===== src/rtl/mole_round_gen.sv =====
// Whack-a-mole round generator: lights a pseudo-random hole each round, judges the
// player's first new press (or a timeout) and emits a one-cycle round-end strobe.
module mole_round_gen #(
   parameter int SHOW_CYCLES = 8,
   parameter int GAP_CYCLES  = 2
) (
   input  logic       clock,
   input  logic       reset_n,
   input  logic       enable,
   input  logic [3:0] keys,
   output logic [3:0] mole,
   output logic       W,
   output logic       timeUp,
   output logic [7:0] round_count
);

   typedef enum logic [2:0] {IDLE, ARM, SHOW, JUDGE, GAP} state_t;

   state_t      state, state_nx;
   logic [7:0]  lfsr, lfsr_nx;
   logic [3:0]  keys_q, press;
   logic [1:0]  prev_hole, prev_hole_nx, cand, chosen;
   logic [15:0] show_cnt, show_cnt_nx;
   logic [7:0]  gap_cnt, gap_cnt_nx;
   logic [3:0]  mole_nx;
   logic        w_nx, time_up_nx;
   logic [7:0]  round_count_nx;
   logic        started;

   // x^8+x^6+x^5+x^4+1 taps; seeded non-zero so it can never lock up at zero
   assign lfsr_nx = {lfsr[6:0], lfsr[7] ^ lfsr[5] ^ lfsr[4] ^ lfsr[3]};
   assign press   = keys & ~keys_q;
   assign cand    = lfsr[1:0];
   assign chosen  = (cand == prev_hole) ? cand + 2'd1 : cand;

   always_comb begin
      state_nx       = state;
      mole_nx        = mole;
      w_nx           = W;
      time_up_nx     = 1'b0;
      round_count_nx = round_count;
      show_cnt_nx    = show_cnt;
      gap_cnt_nx     = gap_cnt;
      prev_hole_nx   = prev_hole;
      case (state)
         IDLE: begin
            mole_nx = 4'b0000;
            if (enable && started) state_nx = ARM;
         end
         ARM: begin
            if (!enable) begin
               state_nx = IDLE;
               mole_nx  = 4'b0000;
            end else begin
               state_nx     = SHOW;
               mole_nx      = 4'b0001 << chosen;
               prev_hole_nx = chosen;
               show_cnt_nx  = 16'd0;
            end
         end
         SHOW: begin
            if (!enable) begin
               state_nx = IDLE;
               mole_nx  = 4'b0000;
            end else if (press != 4'b0000 || show_cnt == 16'(SHOW_CYCLES - 1)) begin
               // mole is one-hot here, so equality also rejects multi-key presses
               state_nx   = JUDGE;
               w_nx       = (press == mole);
               time_up_nx = 1'b1;
               mole_nx    = 4'b0000;
               if (round_count != 8'hFF) round_count_nx = round_count + 8'd1;
            end else begin
               show_cnt_nx = show_cnt + 16'd1;
            end
         end
         JUDGE: begin
            state_nx   = GAP;
            gap_cnt_nx = 8'd0;
         end
         GAP: begin
            mole_nx = 4'b0000;
            if (gap_cnt == 8'(GAP_CYCLES - 1)) state_nx = enable ? ARM : IDLE;
            else gap_cnt_nx = gap_cnt + 8'd1;
         end
         default: begin
            state_nx = IDLE;
            mole_nx  = 4'b0000;
         end
      endcase
   end

   // started holds off the first transition until the second edge after reset release
   always_ff @(posedge clock or negedge reset_n) begin
      if (!reset_n) begin
         state       <= IDLE;
         mole        <= 4'b0000;
         W           <= 1'b0;
         timeUp      <= 1'b0;
         round_count <= 8'd0;
         lfsr        <= 8'hA5;
         prev_hole   <= 2'd3;
         keys_q      <= 4'b0000;
         show_cnt    <= 16'd0;
         gap_cnt     <= 8'd0;
         started     <= 1'b0;
      end else begin
         state       <= state_nx;
         mole        <= mole_nx;
         W           <= w_nx;
         timeUp      <= time_up_nx;
         round_count <= round_count_nx;
         lfsr        <= lfsr_nx;
         prev_hole   <= prev_hole_nx;
         keys_q      <= keys;
         show_cnt    <= show_cnt_nx;
         gap_cnt     <= gap_cnt_nx;
         started     <= 1'b1;
      end
   end

endmodule


===== config.mk =====
export PLATFORM = sky130hd
export DESIGN_NAME = mole_round_gen
export DESIGN_NICKNAME = d
export VERILOG_FILES = /design/src/rtl/mole_round_gen.sv
export SDC_FILE = /design/constraint.sdc
export NUM_CORES = 1
export LEC_CHECK = 0
export CORE_MARGIN = 2
export CORE_UTILIZATION = 40
export CTS_CLUSTER_SIZE = 12
export DETAILED_ROUTE_END_ITERATION = 8
export PLACE_DENSITY = 0.55
export RECOVER_POWER = 25
export SYNTH_ARGS = -nofsm -noshare
export SYNTH_HDL_FRONTEND = slang
export SYNTH_SLANG_ARGS = --single-unit

===== constraint.sdc =====
create_clock -name clock -period 2.35 [get_ports clock]
set_input_delay 0.47 -clock clock [delete_from_list [all_inputs] [get_ports clock]]
set_output_delay 0.47 -clock clock [all_outputs]
set_load 0.005 [all_outputs]

==> results of run 1 <==
[worst paths after layout]
kind | start | endpoint | slack [ns]
setup / recovery | keys[0] | mole[1] | 0.26
hold reg to reg | lfsr[6] | lfsr[7] | 0.36
setup reg to reg | show_cnt[0] | mole[1] | 0.37
min in group asynchronous | reset_n | show_cnt[5] | 0.51
hold / removal | lfsr[6] | lfsr[7] | 0.36
max in group asynchronous | reset_n | keys_q[1] | 0.95
[power by group]
group	internal [mW]	switching (mW)
Clock	0.241	0.296
Sequential	1.08	0.108
Combinational	0.245	0.249
Total	1.56	0.653
[per-stage QoR]
stage / util, % / cell area (µm²) / TNS, ns
CTS: 46.8 / 3140 / 0
floorplan: - / 2740 / 0
global route: 46.8 / 3140 / 0
finish: 46.8 / 3140 / 0
global placement: 45.4 / 3050 / 0
detailed placement: 45.4 / 3050 / -0.234
[per-layer routing]
metal  up-vias  track usage [%]  part of all wire (%)
li1        948                -                     -
met1       905             21.9                    52
met2        26             22.6                    45
met3         2             3.33                   3.1
met4         0             4.83                  0.62
met5         -                0                     0
[state kept, by name (all words and copies together), names as in the netlist]
signal and flops:
gap_cnt 8, W 1, started 1, lfsr 8
mole 4, show_cnt 16, prev_hole 2, state 3
keys_q 4, timeUp 1, round_count 8
[kinds of logic after synthesis]
kind of cell,count (synthesis),share of synthesized area [%]
flip-flops,56,51.4
XOR/XNOR,17,5.44
AO/OA/AOI/OAI,58,15.3
adder cells (fa/ha/maj),4,1.83
other,1,0.137
buffers and inverters,8,1.55
AND/OR/NAND/NOR,96,22.8
multiplexers,3,1.51
[cell type report]
class / instances / area [µm²]
fillers: 600 / 3580
flip-flops and latches: 56 / 1410
multi-input cells: 179 / 1290
repair buffers: 25 / 244
well taps: 80 / 100
clock buffers: 8 / 90.1
inverters: 3 / 11.3
[cells in the final DEF, fill, tap and decap left out, types with 5 or more instances in the layout]
cell / Yosys / routed
dfrtp_1: 50 / 50
dfstp_2: 6 / 5
o31ai_1: 8 / 8
o21ai_0: 23 / 23
clkbuf_8: 0 / 6
nand2_1: 19 / 19
nand3_1: 11 / 11
xnor2_1: 9 / 9
nand4_1: 9 / 9
nor2b_1: 9 / 9
a31oi_1: 5 / 5
a21oi_1: 5 / 5
clkdlybuf4s50_1: 0 / 18
nor2_1: 15 / 15
and3_1: 6 / 6
xor2_1: 8 / 8
==> summary.txt, run 1 <==
Routing
  – DRC: 0
  – Initial drt markers: 93
  – Drt wl/cell: ~14 µm
  – Routed Antenna Nets: 0
  – Post-Route WL: 5040 µm
  – Via Count: between 1500 and 2000
  – Iteration count of the initial detailed-routing pass: 4
  – DR vias/cell: between 5 and 6

Synthesis
  – Syn nets: 254
  – Unique masters post-synth: 55
  – Syn Area/Cell: ~11 µm²
  – Top cells by area, synth: dfrtp_1, dfstp_2, o21ai_0, xnor2_1, nand2_1
  – Area share of the largest cell type after synthesis: 45.7%
  – Synth Warn #: 0
  – Ys async rst share: 100%
  – Most used flip-flop cell after synthesis: dfrtp_1
  – Most numerous cell in the Yosys netlist: dfrtp_1
  – Post-synth top area cell: dfrtp_1
  – Synth Cell Area: 2740 µm²
  – Yosys reg bits: 56
  – Cell count after synthesis: 243
  – Post-synth top cells: dfrtp_1, o21ai_0, nand2_1
  – Post-synth EDFFs: 0
  – Post-synthesis sequential area ratio: about half

Floorplanning
  – FP Rows: 30
  – Starting Density: between 40% and 50%
  – Top Ports: 21
  – Die area: 7520 µm²
  – Die X: 86.7 µm
  – Core box area: 6720 µm²
  – Height of the die: 86.7 µm

Setup path
  – Levels on crit path: 6
  – Critical path class: in2reg
  – Crit end category: flip-flop
  – Worst EP required: 2.59 ns
  – Crit Path Max Fanout: 12
  – WP buf/inv: 1
  – CP Launch Type: primary input
  – Crit path cell chain: dlygate4sd3_1 > nor2b_1 > nor4_4 > nand3_2 > nand2_1 > a22o_1
  – R2R cell count: 6
  – Critical path arrival: 2.33 ns
  – Slowest cell on the critical path: dlygate4sd3_1
  – Family with the most delay on the worst path: simple AND/OR/NAND/NOR gates
  – Max stage delay on crit path: 0.55 ns

STA
  – Worst setup margin: 0.261 ns
  – Least-Margin Pin Slew: 1.51 ns
  – Worst hold slack: 0.360 ns
  – Final Hold Viols: 0
  – Clock skew: 0.0103 ns
  – RSZ-0062 raised after global routing: no
  – Worst slew margin: -0.784%
  – Final Critical Period: 2.09 ns
  – # setup viols final: 0
  – Tcrit/Tclk final: between 80 and 90%
  – Max Freq: roughly 480 MHz
  – Final max-slew violation count: 27

Global route
  – Largest net degree at the start of global routing: 31
  – First-pass GRT wire length: 8980 µm
  – Initial antenna violation count: 0
  – Overall Global Routing Usage: 15.1%
  – GRT overflow: 0
  – Vias in the first global route: 1847

Placed design
  – DP Cell Count: 343
  – Placer Congestion: between 0.7 and 0.8
  – DP Worst Slack: -0.0507 ns
  – Post-DP HPWL: 3500 µm
  – Number of port buffers: 20

Pwr
  – Pwr/cell area: 705 nW/µm²
  – Peak supply drop: 0.000420 V
  – Leakage power: between 1 and 1.5 nW
  – Pwr Total: roughly 2.2 mW

Finish
  – Ratio of cells with drive above 1 in the final layout: between 10% and 20%
  – Non-Filler Instances: 351
  – Syn-to-layout area delta: 14.7%
  – ANT cells: 0
  – Final net count: 281

CTS
  – CTS Hold Bufs: 0
  – Clock sink total: 56
  – Worst-Skew Late Latency: about 0.3 ns
  – Root Buffer: clkbuf_8
  – Worst-path clk slew: ~0.090 ns
  – CTS Buf Count: 5
  – TritonCTS clock tree: done
  – Postcts setup bufs: 0
  – H-tree levels: 2
  – PostCTS Resize Cnt: 0
  – Max Root-Sink Buffers: 2

Hold path
  – HP Class: reg2reg
  – Hold Path Depth: 0

Status
  – Failing checks: max-capacitance violations, max-slew violations
  – Status: finished, violations left

Job
  – Max Cap Viol: 1
Power figures use the tool's default switching activity.
==> run 2, diff against run 1 <==
--- a/config.mk
+++ b/config.mk
@@ -6,10 +6,10 @@
 export NUM_CORES = 1
 export LEC_CHECK = 0
 export CORE_MARGIN = 2
-export CORE_UTILIZATION = 40
+export CORE_UTILIZATION = 58
 export CTS_CLUSTER_SIZE = 12
 export DETAILED_ROUTE_END_ITERATION = 8
-export PLACE_DENSITY = 0.55
+export PLACE_DENSITY = 0.83
 export RECOVER_POWER = 25
 export SYNTH_ARGS = -nofsm -noshare
 export SYNTH_HDL_FRONTEND = slang
==> summary.txt, run 2 (same netlist as run 1, synthesis figures left out) <==
Status
  – Status: finished, final reports clean

Finish
  – Ratio of cells with drive above 1 in the final layout: 15.3%
  – Fin util: 68.3%
  – Non-Filler Instances: 329
  – Most common cell after layout, fill and taps aside: dfrtp_1
  – ANT cells: 0
  – Reg with most FFs: show_cnt
  – Commonest non-fill, non-tap cells in the layout: dfrtp_1, o21ai_0, nand2_1, clkdlybuf4s50_1, nor2_1
  – Largest register FFs: 16
  – Design area: 3160 µm²
  – Syn-to-layout area delta: 15.4%
  – Final net count: 285

Floorplanning
  – Die X: between 70 and 80 µm
  – Starting Density: 59.2%
  – Height of the die: 72.7 µm
  – FP Rows: 25
  – Core box area: 4630 µm²
  – Top Ports: 21
  – Die area: 5290 µm²

Pwr
  – Switching Power: between 600 and 700 µW
  – Switching fraction of total power: 29.6%
  – Comb pwr share: 21.6%
  – Register share of total power: 50.8%
  – Leakage power: about 1.4 nW
  – Pwr/cell area: about 740 nW/µm²
  – Clock power share: 27.6%
  – Peak supply drop: 0.000572 V
  – Internal power: 1.64 mW

CTS
  – Root Buffer: clkbuf_8
  – TritonCTS clock tree: done
  – PostCTS Resize Cnt: 0
  – CTS Hold Bufs: 0
  – H-tree levels: 2
  – Worst-path clk slew: 0.10 ns
  – Worst-Skew Late Latency: roughly 0.32 ns
  – Clock sink total: 56
  – Postcts setup bufs: 0
  – CTS Buf Count: 5
  – Max Root-Sink Buffers: 2

STA
  – Worst hold slack: 0.370 ns
  – Least-Margin Pin Slew: 1.38 ns
  – Tcrit/Tclk final: 91.0%
  – Worst slew margin: 7.76%
  – Final Hold Viols: 0
  – # setup viols final: 0
  – Clock skew: ~0.007 ns
  – Final max-slew violation count: 0
  – Max Freq: 468 MHz
  – RSZ-0062 raised after global routing: no
  – Final Critical Period: around 2.1 ns
  – Setup_tns: 0 ns

Setup path
  – Crit path cell chain: ha_1 > and4bb_2 > nand4_4 > a31oi_2 > o21ai_0 > o21ai_0
  – Max stage delay on crit path: 0.60 ns
  – Critical path arrival: 2.37 ns
  – Slowest cell on the critical path: a31oi_2
  – R2r setup slk: around 0.21 ns
  – Reg-to-reg endpoint: show_cnt[2]
  – Critical R2R Launch: show_cnt[0]
  – CP Launch Type: flip-flop
  – Family with the most delay on the worst path: compound AO/OA/AOI/OAI gates
  – Critical path class: reg2reg
  – Crit end category: flip-flop
  – Worst EP required: 2.58 ns
  – Crit Path Max Fanout: 17
  – CP most frequent cell: o21ai_0
  – WP buf/inv: 0
  – R2R cell count: 6

Routing
  – Drt wl/cell: 16.0 µm
  – Post-Route WL: 5260 µm
  – Routed Antenna Nets: 0
  – Iteration count of the initial detailed-routing pass: 4
  – DR vias/cell: 5.94
  – Initial drt markers: around 100
  – Via Count: 1955
  – DRC: 0

Placed design
  – Placer Congestion: 0.784
  – Post-DP HPWL: 3720 µm
  – Placed cell area: 3050 µm²
  – DP Cell Count: roughly 320
  – Number of port buffers: 20

Global route
  – GRT overflow: 0
  – Initial antenna violation count: 0
  – First-pass GRT wire length: roughly 9000 µm
  – Vias in the first global route: 1936
  – Largest net degree at the start of global routing: 33
  – Overall Global Routing Usage: between 20 and 25%

Hold path
  – Worst Hold End: lfsr[7]
  – Hold Path Depth: 0
  – Hold wc startpoint: lfsr[6]
  – HP Class: reg2reg

Job
  – Max Cap Viol: 0
run 2: power groups by stage:
stage / registers (mW) / logic (mW) / clock network, mW
after CTS: 1.18 / 0.510 / 0.651
after global placement: 1.19 / 0.487 / 0
after detailed placement: 1.20 / 0.507 / 0
after global routing: 1.20 / 0.565 / 0.687
final: 1.18 / 0.502 / 0.642
after floorplan: 1.18 / 0.323 / 0
run 2: routing by layer:
layer | share of wire [%] | GRT usage, % | up-vias
met4 | 1.8 | 9.26 | 0
met3 | 3.7 | 5.25 | 9
li1 | - | - | 954
met2 | 47 | 34.5 | 35
met5 | 0 | 0 | -
met1 | 47 | 29.4 | 957
run 2: final cells by class:
| type | instances | area, µm² |
|---|---|---|
| fill | 359 | 1470 |
| multi-input combinational | 179 | 1290 |
| sequential | 56 | 1410 |
| clock buffer | 5 | 68.8 |
| inverter | 3 | 11.3 |
| timing repair buffer | 29 | 274 |
| tap | 54 | 67.6 |
| clock inverter | 3 | 42.5 |
run 2: per-stage QoR:
step / power, mW / setup WS [ns]
global route: 2.45 / 0.0532
detailed placement: 1.71 / -0.0715
CTS: 2.34 / 0.191
global placement: 1.68 / 0.00669
finish: 2.32 / 0.212
floorplan: 1.50 / 0.499
run 2: how the worst max path moves through the flow:
stage | startpoint | to | cells past startpoint
after floorplan | keys[3] | show_cnt[5] | 6
after global placement | keys[1] | show_cnt[14] | 7
after detailed placement | enable | show_cnt[2] | 6
after CTS | show_cnt[0] | show_cnt[2] | 6
after global routing | show_cnt[0] | show_cnt[15] | 6
final | show_cnt[0] | show_cnt[2] | 6
==> run 3, diff against run 2 <==
==> constraint.sdc (replaced) <==
create_clock -name clock -period 2 [get_ports clock]
set_input_delay 0.4 -clock clock [delete_from_list [all_inputs] [get_ports clock]]
set_output_delay 0.4 -clock clock [all_outputs]
set_load 0.005 [all_outputs]
==> summary.txt, run 3 (same netlist as run 1, synthesis figures left out) <==
Finish
  – Fin util: 71.0%
  – Syn-to-layout area delta: 20.1%
  – Reg with most FFs: show_cnt
  – Ratio of cells with drive above 1 in the final layout: between 20% and 30%
  – Non-Filler Instances: 341
  – Largest register FFs: 16
  – Most common cell after layout, fill and taps aside: dfrtp_1
  – ANT cells: 0
  – Final net count: 298
  – Commonest non-fill, non-tap cells in the layout: dfrtp_1, o21ai_0, buf_4

Hold path
  – HP Class: reg2reg

Setup path
  – Slowest cell on the critical path: clkdlybuf4s50_1
  – Critical path arrival: between 2 and 2.5 ns
  – Crit Path Max Fanout: 7
  – Max stage delay on crit path: ~0.43 ns
  – Critical path class: in2reg
  – Crit end category: flip-flop
  – Worst EP required: 2.21 ns
  – Crit path cell chain: clkdlybuf4s50_1 > nor2b_2 > nor4_4 > buf_4 > nand3_2 > buf_4 > o31ai_1
  – CP most frequent cell: buf_4
  – CP Launch Type: primary input

Pwr
  – Switching fraction of total power: 27.7%
  – Pwr/cell area: 876 nW/µm²
  – Peak supply drop: 0.000712 V
  – Internal power: 2.08 mW
  – Clock power share: 29.4%
  – Leakage power: 1.46 nW
  – Comb pwr share: around 22%
  – Register share of total power: 48.3%
  – Switching Power: 797 µW

Global route
  – Initial antenna violation count: 0
  – Overall Global Routing Usage: 22.7%
  – Largest net degree at the start of global routing: 57
  – First-pass GRT wire length: 9270 µm
  – Vias in the first global route: 1997
  – GRT overflow: 0

CTS
  – H-tree levels: 2
  – TritonCTS clock tree: done
  – Worst-path clk slew: around 0.09 ns
  – Worst-Skew Late Latency: 0.31 ns
  – Max Root-Sink Buffers: 2
  – CTS Buf Count: 5
  – Root Buffer: clkbuf_8
  – Clock sink total: 56

STA
  – Final Hold Viols: 0
  – Max Freq: 532 MHz
  – # setup viols final: 0
  – Clock skew: 0.00651 ns
  – Tcrit/Tclk final: 94.0%
  – Least-Margin Pin Slew: roughly 1.3 ns
  – Final Critical Period: 1.88 ns
  – Worst slew margin: 10.9%
  – RSZ-0062 raised after global routing: yes
  – Final max-slew violation count: 0

Placed design
  – DP Cell Count: around 330
  – Post-DP HPWL: 3850 µm
  – Number of port buffers: 20
  – Placer Congestion: 0.783

Routing
  – Iteration count of the initial detailed-routing pass: 4
  – DR vias/cell: ~6.0
  – Via Count: approximately 2000
  – Routed Antenna Nets: 0
  – Drt wl/cell: about 16 µm
  – Post-Route WL: 5490 µm
  – Initial drt markers: 147
  – DRC: 0

Status
  – Status: finished, final reports clean

Floorplanning
  – Starting Density: around three fifths
  – Height of the die: 72.7 µm
  – Core box area: about 4600 µm²
  – FP Rows: 25
  – Top Ports: 21
  – Die area: 5290 µm²
  – Die X: roughly 73 µm

Job
  – Max Cap Viol: 0
## run 3: power by group through the flow
stage	combinational, mW	clock [mW]	sequential, mW
after floorplan	0.379	0	1.39
after global placement	0.621	0	1.40
after detailed placement	0.644	0	1.41
after CTS	0.651	0.865	1.39
after global routing	0.715	0.911	1.41
final	0.641	0.848	1.39
## run 3: worst paths after layout
check | start | slack [ns] | cells after the start | end
setup / recovery | keys[3] | 0.12 | 7 | show_cnt[11]
hold / removal | lfsr[6] | 0.38 | 0 | lfsr[7]
setup reg to reg | show_cnt[0] | 0.13 | 7 | round_count[3]
hold reg to reg | lfsr[6] | 0.38 | 0 | lfsr[7]
max in group asynchronous | reset_n | 0.73 | 2 | mole[3]
min in group asynchronous | reset_n | 0.47 | 2 | show_cnt[15]
## run 3: layout make-up
type,instances,area [µm²]
clock buffers,5,68.8
clock inverters,2,60.1
fillers,321,1340
inverters,3,11.3
multi-input cells,179,1300
flip-flops and latches,56,1410
well taps,54,67.6
repair buffers,42,370
## run 3: per-stage QoR
stage	setup TNS (ns)	hold WS (ns)	setup WS, ns	total power, mW	cell area (µm²)
finish	0	0.381	0.120	2.88	3290
global route	-0.0132	0.387	-0.0132	3.04	3290
CTS	0	0.0848	0.0856	2.91	3290
detailed placement	-5.54	0.358	-0.262	2.05	3160
global placement	-2.88	0.340	-0.149	2.02	3160
floorplan	0	0.104	0.219	1.77	2740
## run 3: what timing repair did
action	CTS	global route
hold buffers	0	0
endpoints found under the setup margin	0	2
resized for setup	0	3
buffers inserted	0	0
## run 3: layer usage
metal | track usage [%] | wire length (µm) | vias up
met4 | 8.23 | 104 | 0
met1 | 30.3 | 2390 | 1001
met5 | 0 | 0 | -
met3 | 4.83 | 201 | 8
met2 | 36.9 | 2790 | 53
li1 | - | - | 979
## run 3: critical path: cells and delay by family
kind,cells,cell delay (ns)
buf+inv,3,0.83
simple gates,3,0.62
compound gates,1,0.24
